==> config.mk <==
export PLATFORM = sky130hd
export DESIGN_NAME = cmd_initiator_fsm
export DESIGN_NICKNAME = d
export VERILOG_FILES = /design/src/rtl/cmd_initiator_fsm.sv
export SDC_FILE = /design/constraint.sdc
export NUM_CORES = 1
export LEC_CHECK = 0
export ABC_AREA = 0
export BUFFER_PORTS_ARGS = -buffer_cell sky130_fd_sc_hd__buf_2
export CORE_MARGIN = 5
export CORE_UTILIZATION = 47
export DETAILED_ROUTE_END_ITERATION = 10
export HOLD_SLACK_MARGIN = 0.06
export PLACE_DENSITY = 0.7
export SETUP_SLACK_MARGIN = 0.15
export SLEW_MARGIN = 5
export SYNTH_ARGS = -nofsm -noshare
export SYNTH_HDL_FRONTEND = slang
export SYNTH_SLANG_ARGS = --single-unit
==> constraint.sdc <==
create_clock -name clk -period 6.26 [get_ports clk]
set_input_delay 1.252 -clock clk [delete_from_list [all_inputs] [get_ports clk]]
set_output_delay 1.252 -clock clk [all_outputs]
set_load 0.01 [all_outputs]
==> src/rtl/cmd_initiator_fsm.sv <==
// Initiator for the cmd/rsp valid-ready handshake. It issues num_cmds command+response pairs per start pulse.
// Optional per-phase wait timeout is enabled by defining CMD_INITIATOR_TIMEOUT_EN.
module cmd_initiator_fsm #(
    parameter int unsigned CNT_W   = 8,
    parameter int unsigned TIMEOUT = 16
) (
    input  logic             clk,
    input  logic             rst,
    input  logic             start,
    input  logic [CNT_W-1:0] num_cmds,
    output logic             cmd_vld,
    input  logic             cmd_rdy,
    input  logic             rsp_vld,
    output logic             rsp_rdy,
    output logic             busy,
    output logic             done,
    output logic             err,
    output logic [CNT_W-1:0] cmd_count
);

    typedef enum logic [1:0] {S_IDLE, S_CMD, S_RSP, S_ERR} state_t;

    state_t           state, state_nxt;
    logic [CNT_W-1:0] num_q, num_nxt, count_nxt, count_inc;
    logic             cmd_vld_nxt, rsp_rdy_nxt, busy_nxt, done_nxt, err_nxt;
    logic             cmd_hs, rsp_hs, timeout_hit;

    if (TIMEOUT < 1 || TIMEOUT > 65535) begin : g_bad_timeout
        $error("cmd_initiator_fsm: TIMEOUT must be in 1..65535");
    end

    assign cmd_hs    = cmd_vld & cmd_rdy;
    assign rsp_hs    = rsp_rdy & rsp_vld;
    assign count_inc = cmd_count + CNT_W'(1);

`ifdef CMD_INITIATOR_TIMEOUT_EN
    logic [15:0] wait_cnt;

    // busy is exactly "in CMD or RSP", so the count restarts on every phase entry via the handshake or IDLE.
    always_ff @(posedge clk or posedge rst) begin
        if (rst)
            wait_cnt <= '0;
        else if (busy && !cmd_hs && !rsp_hs)
            wait_cnt <= wait_cnt + 16'd1;
        else
            wait_cnt <= '0;
    end

    assign timeout_hit = busy && !cmd_hs && !rsp_hs && (wait_cnt == 16'(TIMEOUT - 1));
`else
    assign timeout_hit = 1'b0;
`endif

    // NOTE: sequential state uses non-blocking assignments so every register samples pre-edge values.
    always_ff @(posedge clk or posedge rst) begin
        if (rst) begin
            state     <= S_IDLE;
            num_q     <= '0;
            cmd_count <= '0;
            cmd_vld   <= 1'b0;
            rsp_rdy   <= 1'b0;
            busy      <= 1'b0;
            done      <= 1'b0;
            err       <= 1'b0;
        end else begin
            state     <= state_nxt;
            num_q     <= num_nxt;
            cmd_count <= count_nxt;
            cmd_vld   <= cmd_vld_nxt;
            rsp_rdy   <= rsp_rdy_nxt;
            busy      <= busy_nxt;
            done      <= done_nxt;
            err       <= err_nxt;
        end
    end

    // NOTE: every variable gets a default before the case, so no path can infer a latch.
    always_comb begin
        state_nxt   = state;
        num_nxt     = num_q;
        count_nxt   = cmd_count;
        cmd_vld_nxt = cmd_vld;
        rsp_rdy_nxt = rsp_rdy;
        busy_nxt    = busy;
        done_nxt    = 1'b0;
        err_nxt     = err;

        unique case (state)
            S_IDLE, S_ERR: begin
                if (start) begin
                    count_nxt = '0;
                    err_nxt   = 1'b0;
                    if (num_cmds != '0) begin
                        num_nxt     = num_cmds;
                        state_nxt   = S_CMD;
                        cmd_vld_nxt = 1'b1;
                        busy_nxt    = 1'b1;
                    end else begin
                        state_nxt = S_IDLE;
                        done_nxt  = 1'b1;
                    end
                end
            end
            S_CMD: begin
                if (cmd_hs) begin
                    state_nxt   = S_RSP;
                    cmd_vld_nxt = 1'b0;
                    rsp_rdy_nxt = 1'b1;
                end else if (timeout_hit) begin
                    state_nxt   = S_ERR;
                    cmd_vld_nxt = 1'b0;
                    busy_nxt    = 1'b0;
                    err_nxt     = 1'b1;
                end
            end
            S_RSP: begin
                if (rsp_hs) begin
                    rsp_rdy_nxt = 1'b0;
                    count_nxt   = count_inc;
                    if (count_inc == num_q) begin
                        state_nxt = S_IDLE;
                        busy_nxt  = 1'b0;
                        done_nxt  = 1'b1;
                    end else begin
                        state_nxt   = S_CMD;
                        cmd_vld_nxt = 1'b1;
                    end
                end else if (timeout_hit) begin
                    state_nxt   = S_ERR;
                    rsp_rdy_nxt = 1'b0;
                    busy_nxt    = 1'b0;
                    err_nxt     = 1'b1;
                end
            end
            default: state_nxt = S_IDLE;
        endcase
    end

endmodule

==> summary.md <==
| Metric | Value |
|---|---|
| Clock Tree Buf Depth | `2` |
| Placer congestion estimate | `roughly 0.80` |
| Sink Count | `22` |
| Fin. Hold Viols | `0` |
| LEAKAGE | `between 0.6 and 0.7 nW` |
| Synth Cell Area | `roughly 1200 µm²` |
| Setup WS pre-CTS | `between 3 and 4 ns` |
| Worst hold path class | `register to register` |
| DRT Wirelength | `between 2000 and 3000 µm` |
| Antenna violations before repair | `0` |
| Share of the synthesized area in the top cell type | `0.4413` |
| Finish-stage setup viols | `0` |
| Largest net degree at the start of global routing | `23` |
| DRC errors left | `0` |
| Die Area | `~3800 µm²` |
| VDD IR-drop max | `about 260 µV` |
| Run status | `finished clean` |
| Worst setup SP type | `register` |
| Critical path arrival | `around 2.6 ns` |
| Final period util | `0.3794` |
| IO Port Bufs | `24` |
| Total congestion overflow | `0` |
| DRT Pass-1 Iters | `4` |
| H-tree depth | `1` |
| Clock Latency Late Sink | `approximately 0.31 ns` |
| GRT Total Usage | `0.1556` |
| Upper clock frequency limit | `around 420 MHz` |
| Std cell rows | `18` |
| Max-slew violation count | `0` |
| Initial Util | `0.4990` |
| Largest cells by area after synthesis | `dfrtp_1 44%, mux2_2 8.1%, o21ai_0 5.2%` |
| Logic pwr share | `0.474` |
| Post-cts resize count | `0` |
| Antenna-violating nets left | `0` |
| Worst slew pin tran | `~0.83 ns` |
| Slew HR | `0.4486` |
| Avg Inst Size Synth | `between 10 and 15 µm²` |
| Post-cts hold buffer count | `0` |
| Fin Setup TNS | `0 ns` |
| RSZ-0062 raised after global routing | `no` |
| Yosys warns | `0` |
| Synthesized netlist cell count | `between 100 and 150` |
| Reg power frac | `0.413` |
| Clk slew on worst S/H paths | `between 0.1 and 0.15 ns` |
| Syn nets | `141` |
| Fill cells | `approximately 230` |
| Cts bufs inserted | `3` |
| Worst-path maximum fanout | `8` |
| NetSw | `between 200 and 250 µW` |
| CP Class | `register to register` |
| Vias in the first global route | `between 900 and 1,000` |
| Total number of vias | `between 900 and 1,000` |
| Clock network power share | `0.113` |
| Power Internal | `around 340 µW` |
| First-pass GRT wire length | `between 4000 and 5000 µm` |
| Crit. End Element | `register` |
| CTS Root Cell | `clkbuf_4` |
| # Max-Cap Violations | `0` |
| Sequential share of the synthesized area | `0.4413` |
| Area growth syn-to-layout | `12.84%` |
| Height of the die | `about 60 µm` |
| Most frequent cells in the layout | `24 x buf_2, 22 x dfrtp_1, 15 x nand2_1` |
| Hpwl dp | `a little over 2000 µm` |
| Postcts setup bufs | `0` |
| Final WS setup | `~3.9 ns` |
| Fin nets | `166` |
| Clock Skews | `about 0.0069 ns` |
| Synth Register Bits | `22` |
| Antenna diodes | `0` |
| Vias/cell | `about 5.6` |
| Pwr/cell area | `398.6 nW/µm²` |
| Period minus WS final | `2.375 ns` |
| Critical path required time | `approximately 6.5 ns` |
| Switching Share | `0.3968` |
| Iteration-0 DRC Markers | `33` |
| Die W | `between 60 and 70 µm` |
| Core Box Area | `about 2500 µm²` |
| CTS tree | `yes` |
| Layout cells sized above 1 | `0.2653` |
| Synth cell types | `36` |
| I/O Pins | `26` |
| Wire length per cell | `roughly 15 µm` |
| Area leader, netlist | `dfrtp_1` |
| Commonest non-fill, non-tap cell in the layout | `buf_2` |
-- logic make-up after synthesis --
kind of cell    count (synthesis)  synth area share
other cells                     1          0.003006
buf+inv                         9           0.03110
xor+xnor                       10           0.08125
flops                          22            0.4413
mux                            10           0.08927
simple gates                   38            0.1655
fa+ha+maj                       4           0.04012
compound gates                 30            0.1484
-- sequential cells by signal, summed over array words and instances (netlist names) --
register   count
cmd_vld        1
state          2
busy           1
cmd_count      8
num_q          8
rsp_rdy        1
done           1
-- cells in the mapped netlist --
cell type and count:
a211oi_2 1, a21o_1 1, a21oi_1 6, a31oi_1 2, a32o_1 2, and2_1 2
and3_1 2, and4_1 1, buf_2 1, buf_4 1, clkbuf_1 2, conb_1 1
dfrtp_1 22, ha_1 4, inv_1 5, mux2_2 9, mux2i_1 1, nand2_1 15
nand3_1 3, nand3_2 1, nand4_1 1, nand4b_1 3, nor2_1 3, nor2b_1 1
nor4_1 2, o21ai_0 13, o21ai_1 1, o221ai_1 1, o31ai_1 2, o41ai_1 1
or2b_1 1, or3_1 2, or3b_2 1, xnor2_1 6, xnor3_1 1, xor2_1 3
-- worst max-delay path: stages (launching register included) --
cell	delay (ns)
dfrtp_1	0.50
ha_1	0.31
nand3_2	0.16
or3_1	0.41
a211oi_2	0.23
nand4_1	0.19
or3_1	0.36
a21oi_1	0.14
-- per-stage QoR --
step / area [µm²] / util / hold WS (ns) / power, mW / std cells
floorplan: 1247 / - / 0.4826 / 0.4320 / 124
global placement: 1385 / 0.5541 / 0.4921 / 0.4910 / 174
detailed placement: 1385 / 0.5541 / 0.5101 / 0.5016 / 174
CTS: 1408 / 0.5631 / 0.5367 / 0.5662 / 177
global route: 1408 / 0.5631 / 0.5667 / 0.6038 / 177
finish: 1408 / 0.5631 / 0.5276 / 0.5610 / 177
-- power by group through the flow --
| stage | Sequential (mW) | Clock, mW | Combinational [mW] |
|---|---|---|---|
| after floorplan | 0.226 | 0 | 0.206 |
| after global routing | 0.237 | 0.0698 | 0.297 |
| after global placement | 0.230 | 0 | 0.261 |
| after CTS | 0.231 | 0.0669 | 0.268 |
| after detailed placement | 0.234 | 0 | 0.267 |
| final | 0.232 | 0.0634 | 0.266 |
-- per-layer routing --
layer	share of wire	vias to the layer above	global-route usage	wire (µm)
met1	0.47	474	0.2073	1238
met3	0.042	4	0.02306	110
met5	0	-	0	0
met4	0.018	0	0.08182	47
met2	0.47	17	0.2436	1221
li1	-	493	-	-
-- final timing paths --
path / start / end / slack (ns) / cells after the start
worst max-delay path: cmd_count[0] / done / 3.89 / 7
worst min-delay path: busy / busy / 0.53 / 2
worst max register to register: cmd_count[0] / done / 3.89 / 7
worst min register to register: busy / busy / 0.53 / 2
max in group asynchronous: rst / cmd_count[3] / 4.66 / 2
min in group asynchronous: rst / cmd_count[6] / 1.08 / 2
-- cell type report --
cell class	count	area (µm²)	area share
Multi-Input combinational cell	93	658.1	0.4676
Sequential cell	22	550.5	0.3911
Timing Repair Buffer	24	120.1	0.08533
Tap cell	30	37.54	0.02667
Clock buffer	3	22.52	0.01600
Inverter	5	18.77	0.01333
No activity file was read; power rests on OpenSTA's default activity.
